`config.mk`:
```
export PLATFORM = sky130hd
export DESIGN_NAME = uart_rx
export DESIGN_NICKNAME = d
export VERILOG_FILES = /design/src/rtl/uart_rx.sv
export SDC_FILE = /design/constraint.sdc
export NUM_CORES = 1
export LEC_CHECK = 0
export ABC_CLOCK_PERIOD_IN_PS = 2700
export BUFFER_PORTS_ARGS = -buffer_cell sky130_fd_sc_hd__clkbuf_2
export CAP_MARGIN = 20
export CORE_UTILIZATION = 59
export CTS_CLUSTER_SIZE = 24
export DETAILED_ROUTE_END_ITERATION = 10
export GPL_TIMING_DRIVEN = 0
export PLACE_DENSITY = 0.78
export RECOVER_POWER = 100
export SYNTH_ARGS = -nofsm -noshare
export SYNTH_HDL_FRONTEND = slang
export SYNTH_SLANG_ARGS = --single-unit
```
`constraint.sdc`:
```
create_clock -name i_clk -period 2.7 [get_ports i_clk]
set_input_delay 0.54 -clock i_clk [delete_from_list [all_inputs] [get_ports i_clk]]
set_output_delay 0.54 -clock i_clk [all_outputs]
set_load 0.03 [all_outputs]
```
`src/rtl/uart_rx.sv`:
```
// 8N1 UART receiver: 2-flop input synchroniser, start-bit false-start check,
// mid-bit sampling, valid/ack holding register, framing/overrun error pulses.
module uart_rx #(
  parameter int unsigned BAUD_DIV = 217
) (
  input  logic       i_clk,
  input  logic       i_rst,
  input  logic       i_rx,
  input  logic       i_ack,
  output logic [7:0] o_data,
  output logic       o_valid,
  output logic       o_frame_err,
  output logic       o_overrun
);

  localparam logic [15:0] BaudCnt = 16'(BAUD_DIV);
  localparam logic [15:0] HalfCnt = 16'(BAUD_DIV / 2);

  typedef enum logic [2:0] {
    StIdle     = 3'd0,
    StStart    = 3'd1,
    StData     = 3'd2,
    StStop     = 3'd3,
    StWaitHigh = 3'd4
  } state_e;

  state_e      state_q, state_d;
  logic        sync1_q;
  logic        rx_s_q;
  logic [15:0] baud_cnt_q, baud_cnt_d;
  logic [3:0]  bit_cnt_q, bit_cnt_d;
  logic [7:0]  shift_q, shift_d;
  logic [7:0]  data_q, data_d;
  logic        valid_q, valid_d;
  logic        frame_err_q, frame_err_d;
  logic        overrun_q, overrun_d;

  logic        rx_s;
  logic        baud_full;
  logic        baud_half;
  logic        byte_done;

  assign rx_s      = rx_s_q;
  assign baud_full = (baud_cnt_q == BaudCnt);
  assign baud_half = (baud_cnt_q == HalfCnt);

  // State register, synchroniser and datapath flops (synchronous active-low reset).
  always_ff @(posedge i_clk) begin
    if (!i_rst) begin
      state_q     <= StIdle;
      sync1_q     <= 1'b1;
      rx_s_q      <= 1'b1;
      baud_cnt_q  <= '0;
      bit_cnt_q   <= '0;
      shift_q     <= '0;
      data_q      <= '0;
      valid_q     <= 1'b0;
      frame_err_q <= 1'b0;
      overrun_q   <= 1'b0;
    end else begin
      state_q     <= state_d;
      sync1_q     <= i_rx;
      rx_s_q      <= sync1_q;
      baud_cnt_q  <= baud_cnt_d;
      bit_cnt_q   <= bit_cnt_d;
      shift_q     <= shift_d;
      data_q      <= data_d;
      valid_q     <= valid_d;
      frame_err_q <= frame_err_d;
      overrun_q   <= overrun_d;
    end
  end

  // Next-state logic.
  always_comb begin
    state_d = state_q;
    case (state_q)
      StIdle: begin
        if (!rx_s) state_d = StStart;
      end
      StStart: begin
        if (baud_half) state_d = rx_s ? StIdle : StData;
      end
      StData: begin
        if (baud_full && (bit_cnt_q == 4'd7)) state_d = StStop;
      end
      StStop: begin
        // Leave at mid-stop-bit so an immediately following start edge is caught.
        if (baud_full) state_d = rx_s ? StIdle : StWaitHigh;
      end
      StWaitHigh: begin
        if (rx_s) state_d = StIdle;
      end
      default: state_d = StIdle;
    endcase
  end

  // Counters, shift register and registered outputs.
  always_comb begin
    baud_cnt_d  = baud_cnt_q;
    bit_cnt_d   = bit_cnt_q;
    shift_d     = shift_q;
    data_d      = data_q;
    valid_d     = valid_q;
    frame_err_d = 1'b0;
    overrun_d   = 1'b0;
    byte_done   = 1'b0;

    case (state_q)
      StIdle: begin
        if (!rx_s) baud_cnt_d = 16'd1;
      end
      StStart: begin
        if (baud_half) begin
          if (!rx_s) begin
            baud_cnt_d = 16'd1;
            bit_cnt_d  = 4'd0;
          end
        end else begin
          baud_cnt_d = baud_cnt_q + 16'd1;
        end
      end
      StData: begin
        if (baud_full) begin
          shift_d    = {rx_s, shift_q[7:1]};
          bit_cnt_d  = bit_cnt_q + 4'd1;
          baud_cnt_d = 16'd1;
        end else begin
          baud_cnt_d = baud_cnt_q + 16'd1;
        end
      end
      StStop: begin
        if (baud_full) begin
          if (rx_s) byte_done = 1'b1;
          else      frame_err_d = 1'b1;
        end else begin
          baud_cnt_d = baud_cnt_q + 16'd1;
        end
      end
      default: ;
    endcase

    // A completing byte wins over a same-cycle ack; only an unacked one overruns.
    if (byte_done) begin
      data_d    = shift_q;
      valid_d   = 1'b1;
      overrun_d = valid_q & ~i_ack;
    end else if (valid_q && i_ack) begin
      valid_d = 1'b0;
    end
  end

  assign o_data      = data_q;
  assign o_valid     = valid_q;
  assign o_frame_err = frame_err_q;
  assign o_overrun   = overrun_q;

endmodule

```
==> results of run 1 <==
-- sequential cells by signal (all words and copies together), names as in the netlist --
name	cells
rx_s	1
shift_q	8
state_q	3
o_valid	1
o_frame_err	1
o_data	8
bit_cnt_q	4
sync1_q	1
baud_cnt_q	16
o_overrun	1
-- through the flow --
stage          hold WS (ns)  power [mW]  instance area [um^2]
3_3_place_gp          0.405       0.718                  2340
4_1_cts               0.417        1.23                  2460
2_1_floorplan         0.386       0.702                  2220
3_5_place_dp          0.418       0.718                  2340
6_report              0.420        1.23                  2470
5_1_grt               0.431        1.26                  2470
-- repair_timing --
| action | 4_1_cts | 5_1_grt |
|---|---|---|
| resized for setup | 0 | 1 |
| setup buffers | 0 | 1 |
| setup endpoints to repair | 0 | 13 |
-- layout by cell type, fill, tap and decap left out, types with 2 or more instances in the layout --
master and instances:
clkbuf_1 25, or3_1 5, and3_1 3, or4_4 3, nor4_4 2, clkbuf_8 5, or4bb_1 4, nand2b_1 10
nand2_1 35, ha_1 4, dfxtp_1 44, o221ai_1 6, o22ai_1 5, nand3_1 16, nor2_1 16, a21oi_1 16
mux2i_1 10, o32ai_1 2, a211oi_1 7, o21ai_0 9, nor3_1 7, inv_1 11, nand4_1 8, or2_2 3
clkbuf_2 2, and2_1 2, nand4b_1 2
-- cell type report --
cell class / instances / area (um^2)
fill: 299 / 1000
clock buffer: 5 / 68.8
clock inverter: 3 / 46.3
multi-input combinational: 194 / 1240
timing repair buffer: 15 / 75.1
inverter: 12 / 45.0
buffer: 14 / 53.8
tap: 46 / 57.6
sequential: 44 / 881
-- kinds of logic after synthesis --
group	after synthesis	share of synthesized area, %
simple gates	124	31.3
compound gates	56	17.6
flops	44	39.8
buf+inv	27	4.63
mux	10	4.52
fa+ha+maj	4	2.26
-- worst paths after layout --
path	to	slack, ns	cells past startpoint
worst max register to register	bit_cnt_q[2]	0.21	5
worst max-delay path	bit_cnt_q[2]	0.21	5
worst min register to register	rx_s	0.44	1
worst min-delay path	sync1_q	0.42	2
-- power by group --
group	switching, mW	leakage [nW]	internal [mW]
Combinational	0.0334	0.408	0.0188
Clock	0.246	0.0548	0.279
Sequential	0.00406	0.355	0.651
-- synth_stat cells (7+ instances only) --
master and count:
o21ai_0 9, nand3_1 16, nand4_1 8, mux2i_1 10, nand2_1 35, a21oi_1 16
a211oi_1 7, nor3_1 7, clkbuf_1 13, dfxtp_1 44, nor2_1 16, inv_1 11
nand2b_1 10
-- per-layer routing --
| metal | track usage (%) | wire (um) | vias to the layer above |
|---|---|---|---|
| met5 | 0 | 0 | - |
| met4 | 8.24 | 51 | 0 |
| met3 | 4.89 | 194 | 7 |
| met2 | 44.0 | 2190 | 52 |
| met1 | 36.4 | 2430 | 971 |
| li1 | - | - | 1004 |
-- worst max-delay path, cell delays in order, from the launching register on --
cell and delay, ns:
dfxtp_1 0.36, or4_4 0.61, nor4_4 0.55, a22oi_2 0.21, or4b_1 0.54, a21oi_1 0.14
==> results_dict.tcl, run 1 <==
set metrics [dict create \
    irDropWorstVdd_mv 0.538 \
    die_w_um 63.3 \
    fin_crit_ns 2.49 \
    hold_violations 0 \
    syn_area_per_cell_um2 8.36 \
    cts.sinks 44 \
    fin_nets 294 \
    dieArea_um2 4000 \
    place.gp.congestion 0.934 \
    worstReg2RegStart "baud_cnt_q[9]" \
    die_y_um 63.3 \
    place_ws_ns 0.0998 \
    p_leak_nw 0.818 \
    yosysTopAreaCell "dfxtp_1" \
    routedWlPerCell_um 14.6 \
    finalWorstSetupSlack_ns 0.206 \
    final_core_util_pct 71.2 \
    synthArstFlopShare_pct 0 \
    hold_class "in2reg" \
    postSynthCellCount 265 \
    dr.first_iter.drc_count 201 \
    synth_seq_area_share_pct 39.8 \
    pin_count 15 \
    area_growth_pct 11.4 \
    end_kind "register" \
    yosysWarnings 0 \
    final.setup.tns_ns 0 \
    crit_arrival_ns 2.72 \
    clk_path_buf_depth 2 \
    rsz0062_at_grt "false" \
    grt.total_usage_pct 27.1 \
    grt_pass1_wl_mm 8.69 \
    critical_path_required_ns 2.93 \
    cts.htree.levels 2 \
    synth-seq-cells 44 \
    drc 0 \
    grt_pass1_vias 1948 \
    startpoint_type "register" \
    worst-path-max-fanout 9 \
    diodes 0 \
    netlist.area_leader.share_pct 39.8 \
    synth_edf_count 0 \
    cts_root_buf "clkbuf_8" \
    wirelength_mm 4.87 \
    final_layout_size_suffix_gt1_share_pct 8.36 \
    cts_hold_buf 0 \
    ys.flop_type "dfxtp_1" \
    cts_buffers 5 \
    insertion_delay_ns 0.30 \
    rows 21 \
    hpwl_mm 3.37 \
    cap_violations 0 \
    ys_types 47 \
    antenna_found_initial 0 \
    fin_worst_skew_ns 0.00342 \
    dr_total_vias 2034 \
    viasPerCell 6.11 \
    tritoncts "done" \
    critPathLaunch "baud_cnt_q[9]" \
    clk_pin_slew_ns 0.09 \
    synthesis.nets 273 \
    worstMarginPinSlew_ns 0.831 \
    floorplan.initialDensity_pct 63.9 \
    dp_cells 325 \
    crit_type "reg2reg" \
    drtPass1Iterations 4 \
    setup_viol 0 \
    max_freq_mhz 401 \
    grt_max_degree 16 \
    p_per_area_nw_per_um2 499 \
    period_share_pct 92.4 \
    ant_nets 0 \
    port_buffers 14 \
    final_max_slew_viol_count 0 \
    synth.area.top_cells "dfxtp_1 (40%), nand2_1 (5.9%), mux2i_1 (4.5%), a21oi_1 (3.6%), nand3_1 (3.6%)" \
    syn_area_um2 2220 \
    grt_overflow_total 0 \
    slew_headroom_pct 44.6 \
    status "completed" \
    final_cells 333 \
    core_region_area_um2 3470 \
    min_from "i_rx" \
]
Note: power is estimated with default switching activity, not from simulation.
==> inputs of run 2 (changes only) <==
--- a/config.mk
+++ b/config.mk
@@ -8,11 +8,11 @@
 export ABC_CLOCK_PERIOD_IN_PS = 2700
 export BUFFER_PORTS_ARGS = -buffer_cell sky130_fd_sc_hd__clkbuf_2
 export CAP_MARGIN = 20
-export CORE_UTILIZATION = 59
+export CORE_UTILIZATION = 55
 export CTS_CLUSTER_SIZE = 24
 export DETAILED_ROUTE_END_ITERATION = 10
 export GPL_TIMING_DRIVEN = 0
-export PLACE_DENSITY = 0.78
+export PLACE_DENSITY = 0.74
 export RECOVER_POWER = 100
 export SYNTH_ARGS = -nofsm -noshare
 export SYNTH_HDL_FRONTEND = slang
==> run 2 against run 1 <==
Net effect:
- utilization shrank 5.9 points
- first-iteration DRC count shrank 46%
- clock power grew 2%
- total power grew 1.1%
- hold slack gained 0.0055 ns
- die area grew 7.0%
- fmax shrank 1.1%
- sequential cell count is the same
- non-clock buffer count grew 1
- register-to-register slack lost 0.03 ns
- largest cell class unchanged
==> results_dict.tcl, run 2 (synthesized netlist as in run 1, its figures left out) <==
set metrics [dict create \
    status "completed" \
    cap_violations 0 \
    grt_pass1_vias 1762 \
    final_common_cell "dfxtp_1" \
    final.setup.tns_ns 0 \
    final_cells 336 \
    most-common-layout-cells "dfxtp_1 (44), nand2_1 (35), clkbuf_1 (25)" \
    p_per_area_nw_per_um2 506 \
    cts_buffers 5 \
    irDropWorstVdd_mv 0.508 \
    largest_reg_flops 16 \
    path_cells "clkbuf_1 -> or4_4 -> nor4_2 -> o22ai_1 -> a211oi_1 -> o22ai_1" \
    diodes 0 \
    grt_overflow_total 0 \
    fin_crit_ns 2.52 \
    slew_headroom_pct 48.5 \
    dr_total_vias 1992 \
    rows 22 \
    drtPass1Iterations 4 \
    hpwl_mm 3.35 \
    dieArea_um2 4290 \
    area_growth_pct 11.1 \
    floorplan.initialDensity_pct 58.8 \
    clk_path_buf_depth 2 \
    dr.first_iter.drc_count 108 \
    critical_path_required_ns 2.87 \
    grt_max_degree 15 \
    core_region_area_um2 3770 \
    slowest_delay_ns 0.55 \
    startpoint_type "register" \
    dp_cells 327 \
    crit_arrival_ns 2.69 \
    tritoncts "done" \
    fin_nets 295 \
    die_w_um 65.5 \
    clk_pin_slew_ns 0.09 \
    cts_hold_buf 0 \
    cp_common_cell "o22ai_1" \
    fin_worst_skew_ns 0.00370 \
    setup_viol 0 \
    worstMarginPinSlew_ns 0.773 \
    routedWlPerCell_um 14.5 \
    ant_nets 0 \
    place_area_um2 2350 \
    fin_area_um2 2460 \
    insertion_delay_ns 0.30 \
    rsz0062_at_grt "false" \
    place.gp.congestion 0.888 \
    die_y_um 65.5 \
    port_buffers 14 \
    largest_register "baud_cnt_q" \
    cts_root_buf "clkbuf_8" \
    period_share_pct 93.4 \
    cts.sinks 44 \
    cts.repair.resized 0 \
    grt_pass1_wl_mm 8.19 \
    max_freq_mhz 397 \
    drc 0 \
    final_max_slew_viol_count 0 \
    pin_count 15 \
    crit_type "reg2reg" \
    hold_violations 0 \
    worst-path-max-fanout 9 \
    p_leak_nw 0.831 \
    wirelength_mm 4.86 \
    cts.htree.levels 2 \
    hold_class "in2reg" \
    end_kind "register" \
    final_layout_size_suffix_gt1_share_pct 8.33 \
    cpMaxStageDelayCell "nor4_2" \
    grt.total_usage_pct 25.0 \
    antenna_found_initial 0 \
    viasPerCell 5.93 \
]
run 2: cell count changes in the layout (fill, tap and decap cells not counted), sizes merged:
cell	change
clkinvlp	-1
inv	-1
clkbuf	+1
buf	+1
clkinv	+1
run 2: worst max-delay path: cells and delay by family, from the launching register on:
kind | cells | cell delay [ns]
buffers and inverters | 1 | 0.21
flip-flops | 1 | 0.30
AND/OR/NAND/NOR | 2 | 1.06
AO/OA/AOI/OAI | 3 | 0.82
run 2: path summary, 6_finish.rpt:
| check | slack, ns | endpoint | start | cells after the start |
|---|---|---|---|---|
| setup / recovery | 0.18 | baud_cnt_q[6] | baud_cnt_q[8] | 6 |
| hold / removal | 0.43 | sync1_q | i_rx | 2 |
| setup reg to reg | 0.18 | baud_cnt_q[6] | baud_cnt_q[8] | 6 |
| hold reg to reg | 0.43 | rx_s | sync1_q | 1 |
run 2: layout make-up:
cell class                      count  area, um^2
Fill cell                         330        1310
Multi-Input combinational cell    194        1220
Sequential cell                    44         881
Clock buffer                        6        82.6
Timing Repair Buffer               16        82.6
Tap cell                           48        60.1
Buffer                             14        53.8
Inverter                           12        45.0
Clock inverter                      2        38.8
run 2: layer usage:
metal | wire [um] | vias up | GRT usage [%]
met5 | 0 | - | 0
met3 | 185 | 5 | 4.86
li1 | - | 1001 | -
met4 | 38 | 0 | 10.1
met1 | 2450 | 951 | 34.5
met2 | 2190 | 35 | 38.0
run 2: repair_timing:
action | CTS | global route
pin swaps | 1 | 2
endpoints found under the setup margin | 1 | 10
setup buffers | 0 | 2
run 2: through the flow:
step / hold slack (ns) / power [mW] / setup WS [ns] / utilization [%]
finish: 0.425 / 1.25 / 0.179 / 65.3
global route: 0.456 / 1.28 / 0.0503 / 65.3
CTS: 0.430 / 1.25 / 0.00826 / 65.3
detailed placement: 0.415 / 0.718 / 0.00292 / 62.2
global placement: 0.400 / 0.718 / 0.105 / 62.2
floorplan: 0.386 / 0.702 / 0.337 / -
run 2: power by group:
group | internal (mW) | total (mW) | switching (mW)
sequential | 0.651 | 0.655 | 0.00402
clock | 0.303 | 0.538 | 0.235
combinational | 0.0187 | 0.0522 | 0.0335
